$ cat src/rtl/l2mp_log_pkg.sv
`default_nettype none
// ============================================================================
// Module      : l2mp_log_pkg
// Description : Shared types for the L2 main-pipe log arbiter. Holds the
//               60-bit debug record layout, the timestamp width and the
//               FIFO entry type {record, stamp}.
// Revision    : 1.0 - initial release
// ============================================================================
package l2mp_log_pkg;

  localparam int RECORD_W = 60;
  localparam int STAMP_W  = 64;

  // Field order is MSB to LSB of the packed record vector.
  typedef struct packed {
    logic [2:0]  meta_wway;
    logic        meta_wvalid;
    logic [7:0]  mshr_id;
    logic [7:0]  alloc_ptr;
    logic        alloc_valid;
    logic [2:0]  dir_way;
    logic        dir_hit;
    logic [8:0]  sset;
    logic [18:0] tag;
    logic [2:0]  opcode;
    logic [2:0]  channel;
    logic        mshr_task;
  } l2mp_record_t;

  typedef struct packed {
    l2mp_record_t         record;
    logic [STAMP_W-1:0]   stamp;
  } l2mp_entry_t;

endpackage
`default_nettype wire

$ cat src/rtl/l2mp_log_fifo.sv
`default_nettype none
// ============================================================================
// Module      : l2mp_log_fifo
// Description : DEPTH-entry synchronous FIFO of timestamped log entries.
//               Supports push and pop in the same cycle, including a push
//               into a full FIFO that is being popped. Pointers carry one
//               extra wrap bit to tell full from empty.
// Ports       : clk, rst_n    - clock, asynchronous active-low reset
//               i_push/i_data - enqueue strobe and entry
//               i_pop         - dequeue strobe (head is o_data)
//               o_data        - head entry (valid when !o_empty)
//               o_full/o_empty- occupancy flags from registered pointers
// Revision    : 1.0 - initial release
// ============================================================================
module l2mp_log_fifo
  import l2mp_log_pkg::*;
#(
  parameter int DEPTH = 4
) (
  input  logic        clk,
  input  logic        rst_n,
  input  logic        i_push,
  input  l2mp_entry_t i_data,
  input  logic        i_pop,
  output l2mp_entry_t o_data,
  output logic        o_full,
  output logic        o_empty
);

  localparam int AW = $clog2(DEPTH);

  logic [AW:0] r_wr_ptr;
  logic [AW:0] r_rd_ptr;
  l2mp_entry_t r_mem [DEPTH];
  logic        w_do_push;
  logic        w_do_pop;

  assign o_empty   = (r_wr_ptr == r_rd_ptr);
  assign o_full    = (r_wr_ptr[AW] != r_rd_ptr[AW]) &&
                     (r_wr_ptr[AW-1:0] == r_rd_ptr[AW-1:0]);
  assign w_do_pop  = i_pop && !o_empty;
  // A full FIFO can still take a push when the head leaves this cycle.
  assign w_do_push = i_push && (!o_full || w_do_pop);
  assign o_data    = r_mem[r_rd_ptr[AW-1:0]];

  always_ff @(posedge clk or negedge rst_n) begin
    if (!rst_n) begin
      r_wr_ptr <= '0;
      r_rd_ptr <= '0;
    end else begin
      if (w_do_push) r_wr_ptr <= r_wr_ptr + 1'b1;
      if (w_do_pop)  r_rd_ptr <= r_rd_ptr + 1'b1;
    end
  end

  // Storage needs no reset: the pointers alone define what is valid.
  always_ff @(posedge clk) begin
    if (w_do_push) r_mem[r_wr_ptr[AW-1:0]] <= i_data;
  end

endmodule
`default_nettype wire

$ cat src/rtl/l2mp_log_arbiter.sv
`default_nettype none
// ============================================================================
// Module      : l2mp_log_arbiter
// Description : Collects debug records from NUM_SLICES L2 main pipes,
//               timestamps them at capture, buffers them per slice and
//               drains one record per cycle round-robin to the writer.
// Ports       : clk, rst_n     - clock, asynchronous active-low reset
//               i_log_en       - global capture enable
//               i_in_valid     - per-slice record strobe
//               i_in_record    - packed records, slice 0 in the LSBs
//               o_in_ready     - per-slice accept (backpressure build only)
//               i_clr_drop     - pulse clearing all drop counters
//               o_out_en       - record valid toward the writer
//               o_out_record   - record fields
//               o_out_slice    - source slice of the record
//               o_out_stamp    - capture timestamp
//               o_drop_cnt     - per-slice saturating drop counters
// Config      : L2MP_LOG_BACKPRESSURE_EN - expose o_in_ready = !full and
//               count only refused handshakes instead of overflow drops.
// Revision    : 1.0 - initial release
// ============================================================================
module l2mp_log_arbiter
  import l2mp_log_pkg::*;
#(
  parameter int NUM_SLICES = 4,
  parameter int DEPTH      = 4,
  parameter int DROP_W     = 16
) (
  input  logic                             clk,
  input  logic                             rst_n,
  input  logic                             i_log_en,
  input  logic [NUM_SLICES-1:0]            i_in_valid,
  input  logic [NUM_SLICES*RECORD_W-1:0]   i_in_record,
`ifdef L2MP_LOG_BACKPRESSURE_EN
  output logic [NUM_SLICES-1:0]            o_in_ready,
`endif
  input  logic                             i_clr_drop,
  output logic                             o_out_en,
  output logic [RECORD_W-1:0]              o_out_record,
  output logic [$clog2(NUM_SLICES)-1:0]    o_out_slice,
  output logic [STAMP_W-1:0]               o_out_stamp,
  output logic [NUM_SLICES*DROP_W-1:0]     o_drop_cnt
);

  localparam int SW = $clog2(NUM_SLICES);

  logic [STAMP_W-1:0]    r_stamp;
  logic [NUM_SLICES-1:0] w_full;
  logic [NUM_SLICES-1:0] w_empty;
  logic [NUM_SLICES-1:0] w_pop;
  l2mp_entry_t           w_rd_entry [NUM_SLICES];

  logic [SW-1:0]         r_rr_ptr;
  logic                  w_gnt_vld;
  logic [SW-1:0]         w_gnt_idx;
  logic [SW:0]           w_scan_sum;
  logic [SW-1:0]         w_scan_idx;
  l2mp_entry_t           w_gnt_entry;

  logic                  r_out_en;
  l2mp_record_t          r_out_record;
  logic [SW-1:0]         r_out_slice;
  logic [STAMP_W-1:0]    r_out_stamp;

  // Free-running capture timestamp; wraps naturally at 2^64.
  always_ff @(posedge clk or negedge rst_n) begin
    if (!rst_n) r_stamp <= '0;
    else        r_stamp <= r_stamp + 1'b1;
  end

  generate
    for (genvar i = 0; i < NUM_SLICES; i++) begin : g_slice
      logic              w_accept;
      logic              w_push;
      logic              w_drop;
      l2mp_entry_t       w_wr_entry;
      logic [DROP_W-1:0] r_drop;

`ifdef L2MP_LOG_BACKPRESSURE_EN
      // Ready is from registered state only; a same-cycle pop is not used.
      assign w_accept      = !w_full[i];
      assign o_in_ready[i] = w_accept;
`else
      // A full FIFO still accepts when its head is granted this cycle.
      assign w_accept      = !w_full[i] || w_pop[i];
`endif
      assign w_push     = i_log_en && i_in_valid[i] && w_accept;
      assign w_drop     = i_log_en && i_in_valid[i] && !w_accept;
      assign w_wr_entry = {i_in_record[i*RECORD_W +: RECORD_W], r_stamp};
      assign w_pop[i]   = w_gnt_vld && (w_gnt_idx == SW'(i));

      l2mp_log_fifo #(
        .DEPTH (DEPTH)
      ) u_fifo (
        .clk     (clk),
        .rst_n   (rst_n),
        .i_push  (w_push),
        .i_data  (w_wr_entry),
        .i_pop   (w_pop[i]),
        .o_data  (w_rd_entry[i]),
        .o_full  (w_full[i]),
        .o_empty (w_empty[i])
      );

      // Clear has priority over a coincident increment; count saturates.
      always_ff @(posedge clk or negedge rst_n) begin
        if (!rst_n) begin
          r_drop <= '0;
        end else if (i_clr_drop) begin
          r_drop <= '0;
        end else if (w_drop && (r_drop != {DROP_W{1'b1}})) begin
          r_drop <= r_drop + 1'b1;
        end
      end

      assign o_drop_cnt[i*DROP_W +: DROP_W] = r_drop;
    end
  endgenerate

  // Round-robin search: first non-empty FIFO at or after r_rr_ptr, wrapping.
  always_comb begin
    w_gnt_vld  = 1'b0;
    w_gnt_idx  = '0;
    w_scan_sum = '0;
    w_scan_idx = '0;
    for (int k = 0; k < NUM_SLICES; k++) begin
      w_scan_sum = {1'b0, r_rr_ptr} + (SW+1)'(k);
      if (w_scan_sum >= (SW+1)'(NUM_SLICES)) begin
        w_scan_sum = w_scan_sum - (SW+1)'(NUM_SLICES);
      end
      w_scan_idx = w_scan_sum[SW-1:0];
      if (!w_gnt_vld && !w_empty[w_scan_idx]) begin
        w_gnt_vld = 1'b1;
        w_gnt_idx = w_scan_idx;
      end
    end
  end

  assign w_gnt_entry = w_rd_entry[w_gnt_idx];

  always_ff @(posedge clk or negedge rst_n) begin
    if (!rst_n) begin
      r_rr_ptr     <= '0;
      r_out_en     <= 1'b0;
      r_out_record <= '0;
      r_out_slice  <= '0;
      r_out_stamp  <= '0;
    end else begin
      r_out_en <= w_gnt_vld;
      if (w_gnt_vld) begin
        r_rr_ptr     <= (w_gnt_idx == SW'(NUM_SLICES-1)) ? '0 : w_gnt_idx + 1'b1;
        r_out_record <= w_gnt_entry.record;
        r_out_slice  <= w_gnt_idx;
        r_out_stamp  <= w_gnt_entry.stamp;
      end
    end
  end

  assign o_out_en     = r_out_en;
  assign o_out_record = r_out_record;
  assign o_out_slice  = r_out_slice;
  assign o_out_stamp  = r_out_stamp;

endmodule
`default_nettype wire

$ cat config.mk
export PLATFORM = sky130hd
export DESIGN_NAME = l2mp_log_arbiter
export DESIGN_NICKNAME = d
export VERILOG_FILES = /design/src/rtl/l2mp_log_pkg.sv /design/src/rtl/l2mp_log_fifo.sv /design/src/rtl/l2mp_log_arbiter.sv
export SDC_FILE = /design/constraint.sdc
export NUM_CORES = 2
export LEC_CHECK = 0
export CAP_MARGIN = 30
export CORE_AREA = 2 2 502 504
export CTS_CLUSTER_SIZE = 16
export DETAILED_ROUTE_END_ITERATION = 7
export DIE_AREA = 0 0 504 506
export MAX_ROUTING_LAYER = met4
export SLEW_MARGIN = 20
export SYNTH_ARGS = -nofsm -noshare
export SYNTH_HDL_FRONTEND = slang
export SYNTH_SLANG_ARGS = --single-unit
$ cat constraint.sdc
create_clock -name clk -period 18.88 [get_ports clk]
set_input_delay 3.776 -clock clk [delete_from_list [all_inputs] [get_ports clk]]
set_output_delay 3.776 -clock clk [all_outputs]
set_load 0.01 [all_outputs]
# --- After elaboration in Yosys (flattened, before gate mapping) ---
# Memories as Yosys holds them, arrays and structs flattened.
# Cells that the tools add are included.
op_classes:
  n_mux: 40
  add_sub_neg: 21
  magnitude_cmp: 9
  bitwise_logic: 1
  eq_ne: 19
  n_reduce_logical: 65
op_table:
  columns: ["cell", "n"]
  rows:
  - ["124-bit binary-select mux with 2-bit select", 1]
  - ["124-bit 2-to-1 mux", 2]
  - ["16-bit 2-to-1 mux", 8]
  - ["16-bit by 1-bit adder with 16-bit output, second input constant", 4]
  - ["64-bit by 1-bit adder with 64-bit output, second input constant", 1]
  - ["16-bit != test, second input constant", 4]
  - ["1-bit logical AND", 35]
  - ["3-bit by 1-bit adder with 3-bit output, second input constant", 8]
  - ["2-bit 2-to-1 mux", 9]
  - ["1-bit logical NOT", 17]
  - ["1-bit 2-to-1 mux", 16]
  - ["3-bit equality test", 4]
  - ["3-bit >= comparator, second input constant", 4]
  - ["2-bit by 3-bit < comparator with 1-bit output, second input constant", 4]
  - ["1-bit binary-select mux with 2-bit select", 4]
  - ["2-bit equality test", 4]
  - ["1-bit logical OR", 8]
  - ["2-bit nonzero test", 4]
  - ["2-bit by 1-bit subtractor with 2-bit output, second input constant", 4]
  - ["2-bit by 2-bit adder with 3-bit output, second input constant", 2]
  - ["2-bit equality test, second input constant", 2]
  - ["1-bit != test", 4]
  - ["2-bit by 1-bit adder with 3-bit output, second input constant", 1]
  - ["2-bit by 3-bit >= comparator with 1-bit output, second input constant", 1]
  - ["other kinds (4)", 4]
word_totals:
  memories: 4
  wordCells: 188
  register_bits: 281
  in_bits: 248
  output_inout_bits: 191
  ram_bits: 1984
mem_list:
  columns: ["name", "words", "word_bits", "read_ports", "rd_ports_with_merged_regs", "write_ports", "line", "rtl"]
  rows:
  - ["g_slice[0].u_fifo.r_mem", 4, 124, 1, 0, 1, "l2mp_log_fifo.sv:34", "l2mp_entry_t r_mem [DEPTH];"]
  - ["g_slice[1].u_fifo.r_mem", 4, 124, 1, 0, 1, "l2mp_log_fifo.sv:34", null]
  - ["g_slice[2].u_fifo.r_mem", 4, 124, 1, 0, 1, "l2mp_log_fifo.sv:34", null]
  - ["g_slice[3].u_fifo.r_mem", 4, 124, 1, 0, 1, "l2mp_log_fifo.sv:34", null]

# --- Longest topological paths before layout ---
logic_depth:
  word_depth: 22
  ltp_mapped: 12

# --- Cells and area by module ---
# A second synthesis with hierarchy kept.
unflattened:
  cells_unflattened: 4504
  hier_area_um2: 87377.6
by_module_without_submodules:
  columns: ["module", "cells_per_inst", "n_inst", "area_per_inst_um2"]
  rows:
  - ["l2mp_log_fifo (g_slice[0].u_fifo ...)", 691, 2, 18292.5]
  - ["l2mp_log_fifo (g_slice[3].u_fifo)", 691, 1, 18288.8]
  - ["l2mp_log_fifo (g_slice[2].u_fifo)", 694, 1, 18281.3]
  - ["l2mp_log_arbiter", 1737, 1, 14222.4]

# --- Worst setup path before layout ---
# Ideal clock, no wire load.
synth_path:
  path_kind: "input port to flip-flop"
  from: "input i_in_valid[1]"
  to: "memory g_slice[1].u_fifo.r_mem[3][0] (netlist bit), enable pin"
  required_ps: 18284
  setup_time_ps: 596
  path_slack_ps: 9434
  path_stages: 2
  arrival_ps: 8849
  n_path_buf: 0
  path_cell_list: "nand2_1 a211oi_2"
synth_between:
  elab_chain_cells: 5
synth_lines:
  columns: ["item", "line", "rtl"]
  rows:
  - ["start, declared", "l2mp_log_arbiter.sv:32", "input logic [NUM_SLICES-1:0] i_in_valid,"]
  - ["1-bit logical AND (2 in series)", "l2mp_log_arbiter.sv:87", "assign w_push = i_log_en && i_in_valid[i] && w_accept;"]
  - ["1-bit logical AND", "l2mp_log_fifo.sv:43", "assign w_do_push = i_push && (!o_full || w_do_pop);"]
  - ["1-bit 2-to-1 mux", "l2mp_log_fifo.sv:58", "if (w_do_push) r_mem[r_wr_ptr[AW-1:0]] <= i_data;"]
  - ["1-bit 2-to-1 mux (implied by the code)", "l2mp_log_fifo.sv:58", null]
  - ["end, declared", "l2mp_log_fifo.sv:34", null]
# No other way between the ends.

# --- Worst setup path after layout ---
layout_path:
  from: "input i_log_en"
  to: "memory g_slice[0].u_fifo.r_mem[3][109] (netlist bit), enable pin"
layout_between:
  elab_chain_cells: 5
layout_lines:
  columns: ["item", "line", "rtl"]
  rows:
  - ["start, declared", "l2mp_log_arbiter.sv:31", "input logic i_log_en,"]
  - ["1-bit logical AND (2 in series)", "l2mp_log_arbiter.sv:87", null]
  - ["1-bit logical AND", "l2mp_log_fifo.sv:43", null]
  - ["1-bit 2-to-1 mux", "l2mp_log_fifo.sv:58", null]
  - ["1-bit 2-to-1 mux (implied by the code)", "l2mp_log_fifo.sv:58", null]
  - ["end, declared", "l2mp_log_fifo.sv:34", null]
# No other way between the ends.

==> out/metrics.cfg <==
[routing]
drtAntennaViolNets = 0
viasPerCell = 5.24
wl_um = 229000
first_pass_iters = 5
drt-initial-drc-count = 4548
post_drt_wl_per_cell_um = 28.0
drc = 0
vias = 42900

[sta]
rsz0062_at_grt = false
worstMarginPinSlew_ns = 1.22
max_slew_margin = 0.185
final.period_utilization = 0.330
layout_min_cycle_time_ns = 6.23
hold_viol = 0
fmax_mhz = 161
hold_slack_ns = 0.485
fin_tns_setup_ns = 0
fin_skew_ns = 0.0297
final_max_slew_viol_count = 0
worst_slack_ns = 12.65
setup-violations-final = 0

[global_routing]
antenna_found_initial = 70
grt_util_all_layers = 0.183
grt_pass1_vias = 43300
grt_pass1_wl_um = 328000
grt_start_max_net_pins = 126
grt_overflow = 0

[placement]
port_buffers = 438
post-place-ws_ns = 11.80
postPlaceCellArea_um2 = 95300
routabilityCongestion = 0.802
hpwlAfterDp_um = 139000
place_inst = 7727

[critical_path]
arrival_ns = 6.69
worstSetupStartpoint = i_log_en
worst_ep_required_time_ns = 19.34
crit_path_start_kind = primary input
path_class = primary input to register
timing.rr.start = g_slice[1].u_fifo.r_rd_ptr[0]$_DFFE_PN0P_
worstPathMaxFanout = 54
crit_path_end_kind = register

[die]
core-area_um2 = 250000
die_height_um = 506
die-area_um2 = 255000
initial_core_util = 0.348
io_pins = 439
num_rows = 184
die_w_um = 504

[logic_synthesis]
syn-num-nets = 4343
syn-cell-area_um2 = 86900
synth-edff-count = 1984
dominantRegCellSynth = edfxtp_1
yosysWarnings = 0
post_synth_inst_count = 4070
synth_cell_types = 63
synth_area_per_cell_um2 = 21.4
async_flop_share = 0.124
synth_seq_cells = 2265
synth_seq_area_share = 0.766

[cts]
clk_latency_ns = 0.86
cts_tree = built
post_cts.repair.setup_buffers = 0
cts_made_buffers = 218
cts_hold_repair.buffers = 0
worst_setup_hold_path_clk_slew_ns = 0.06
cts_max_level = 4
cts_root_buf = clkbuf_16
clock-sinks = 2265
cts_resized = 0
ctsLongestPathBuffers = 3

[power_and_ir_drop]
clkPwrFrac = 0.272
pwr_density_cell_nw_per_um2 = 157
vdd_drop_max_v = 0.000275
seq_power_share = 0.415
p_switching_mw = 5.26
sw_frac_of_total = 0.326
pwr-share-comb = 0.312
leakage_nw = 33.1
intPower_mw = 10.9

[finish]
fin_nets = 4874
drive_gt1_frac = 0.204
area_growth_pct = 18.2
stdcell_count = 8184
fin_area_um2 = 103000

[flow_run]
maxCapViolCount = 0

[min_path]
hp-class = register to register
holdCritStartpoint = g_slice[3].u_fifo.r_wr_ptr[2]$_DFFE_PN0P_

[run_status]
status = completed

## kinds of logic after synthesis
family          after synthesis  share of synthesized area
fa+ha+maj                    25                    0.00360
compound gates              308                     0.0220
flops                      2265                      0.766
xor+xnor                    145                     0.0150
mux                         754                      0.160
buf+inv                     219                     0.0119
simple gates                354                     0.0208
## Yosys cell counts (all sizes together), types with 2 or more instances
master	count	area (um2)
a31oi	5	31.3
clkbuf	129	484
dfrtp	281	7030
o22ai	126	795
mux4	496	11200
mux2	132	1490
nor2	85	322
nand4	27	169
nand2	65	251
or2	4	27.5
a211oi	6	70.1
inv	20	75.1
xor2	55	489
o21ai	10	50.1
a22oi	2	20.0
and2	21	131
o31ai	3	32.5
nor4	11	83.8
or3	5	31.3
nand2b	4	25.0
edfxtp	1984	59600
xnor2	90	818
ha	25	313
a2111oi	2	55.1
a311oi	2	23.8
mux2i	126	1260
nor2b	4	25.0
and3	41	257
a21oi	142	729
and4	8	70.1
nand3	58	295
nor3	20	105
buf	70	474
## power by group through the flow
stage               clock network [mW]  logic (mW)  registers (mW)
detailed placement                   0        5.12            6.83
CTS                               4.48        5.14            6.73
floorplan                            0        3.37            6.59
global route                      4.66        5.38            6.78
global placement                     0        5.06            6.80
finish                            4.39        5.04            6.70
## per-stage QoR
stage               power [mW]  utilization
global route              16.8        0.411
finish                    16.1        0.411
CTS                       16.3        0.410
global placement          11.9        0.381
detailed placement        11.9        0.381
floorplan                 9.97            -
## state kept, by name, indices dropped and copies added (netlist names)
| name | flops |
|---|---|
| g_slice.u_fifo.r_mem | 1984 |
| g_slice.u_fifo.r_rd_ptr | 12 |
| o_out_record | 60 |
| o_out_stamp | 64 |
| r_stamp | 64 |
| o_out_slice | 2 |
| g_slice.r_drop | 64 |
| r_rr_ptr | 2 |
| g_slice.u_fifo.r_wr_ptr | 12 |
| o_out_en | 1 |
## layer usage
metal  vias up  share of wire  GRT usage
li1      17900              -          -
met1     23200           0.44      0.256
met2      1554           0.46      0.275
met3       278          0.075     0.0405
met4         0          0.019     0.0407
met5         -              0          -
## layout by cell type (no fill, tap or decap), types with 27 or more instances in the layout
cell and count:
a21oi_1 139, and3_1 37, buf_4 61, clkbuf_1 66
clkbuf_16 221, clkbuf_8 31, clkdlybuf4s50_1 436, clkinv_2 42
dfrtp_1 273, diode_2 41, edfxtp_1 1984, mux2_1 116
mux2i_1 126, mux4_2 496, nand2_1 64, nand3_1 57
nand4_1 27, nor2_1 84, o22ai_1 125, xnor2_1 86
xor2_1 54
## worst max-delay path, stage by stage
cell	delay (ns)
clkdlybuf4s50_1	0.63
nand2_1	0.13
a31oi_1	0.50
and2_4	0.68
buf_4	0.79
## worst paths after layout
check / to / slack, ns / depth (start not counted)
max: g_slice[0].u_fifo.r_mem[3][109]$_DFFE_PP_ / 12.65 / 5
min: g_slice[3].u_fifo.r_wr_ptr[2]$_DFFE_PN0P_ / 0.49 / 1
max reg2reg: g_slice[1].u_fifo.r_mem[2][31]$_DFFE_PP_ / 13.92 / 8
min reg2reg: g_slice[3].u_fifo.r_wr_ptr[2]$_DFFE_PN0P_ / 0.49 / 1
max in group asynchronous: r_stamp[59]$_DFF_PN0_ / 13.15 / 4
min in group asynchronous: o_out_record[52]$_DFFE_PN0N_ / 2.96 / 1
## final cells by class
| type | count | area, um2 |
|---|---|---|
| multi-input cells | 1586 | 19300 |
| inverters | 20 | 80.1 |
| fillers | 21900 | 147000 |
| repair buffers | 510 | 5080 |
| diodes | 41 | 103 |
| clock inverters | 96 | 1120 |
| clock buffers | 318 | 6200 |
| flip-flops and latches | 2265 | 66600 |
| well taps | 3348 | 4190 |
No activity file was read; power rests on OpenSTA's default activity.
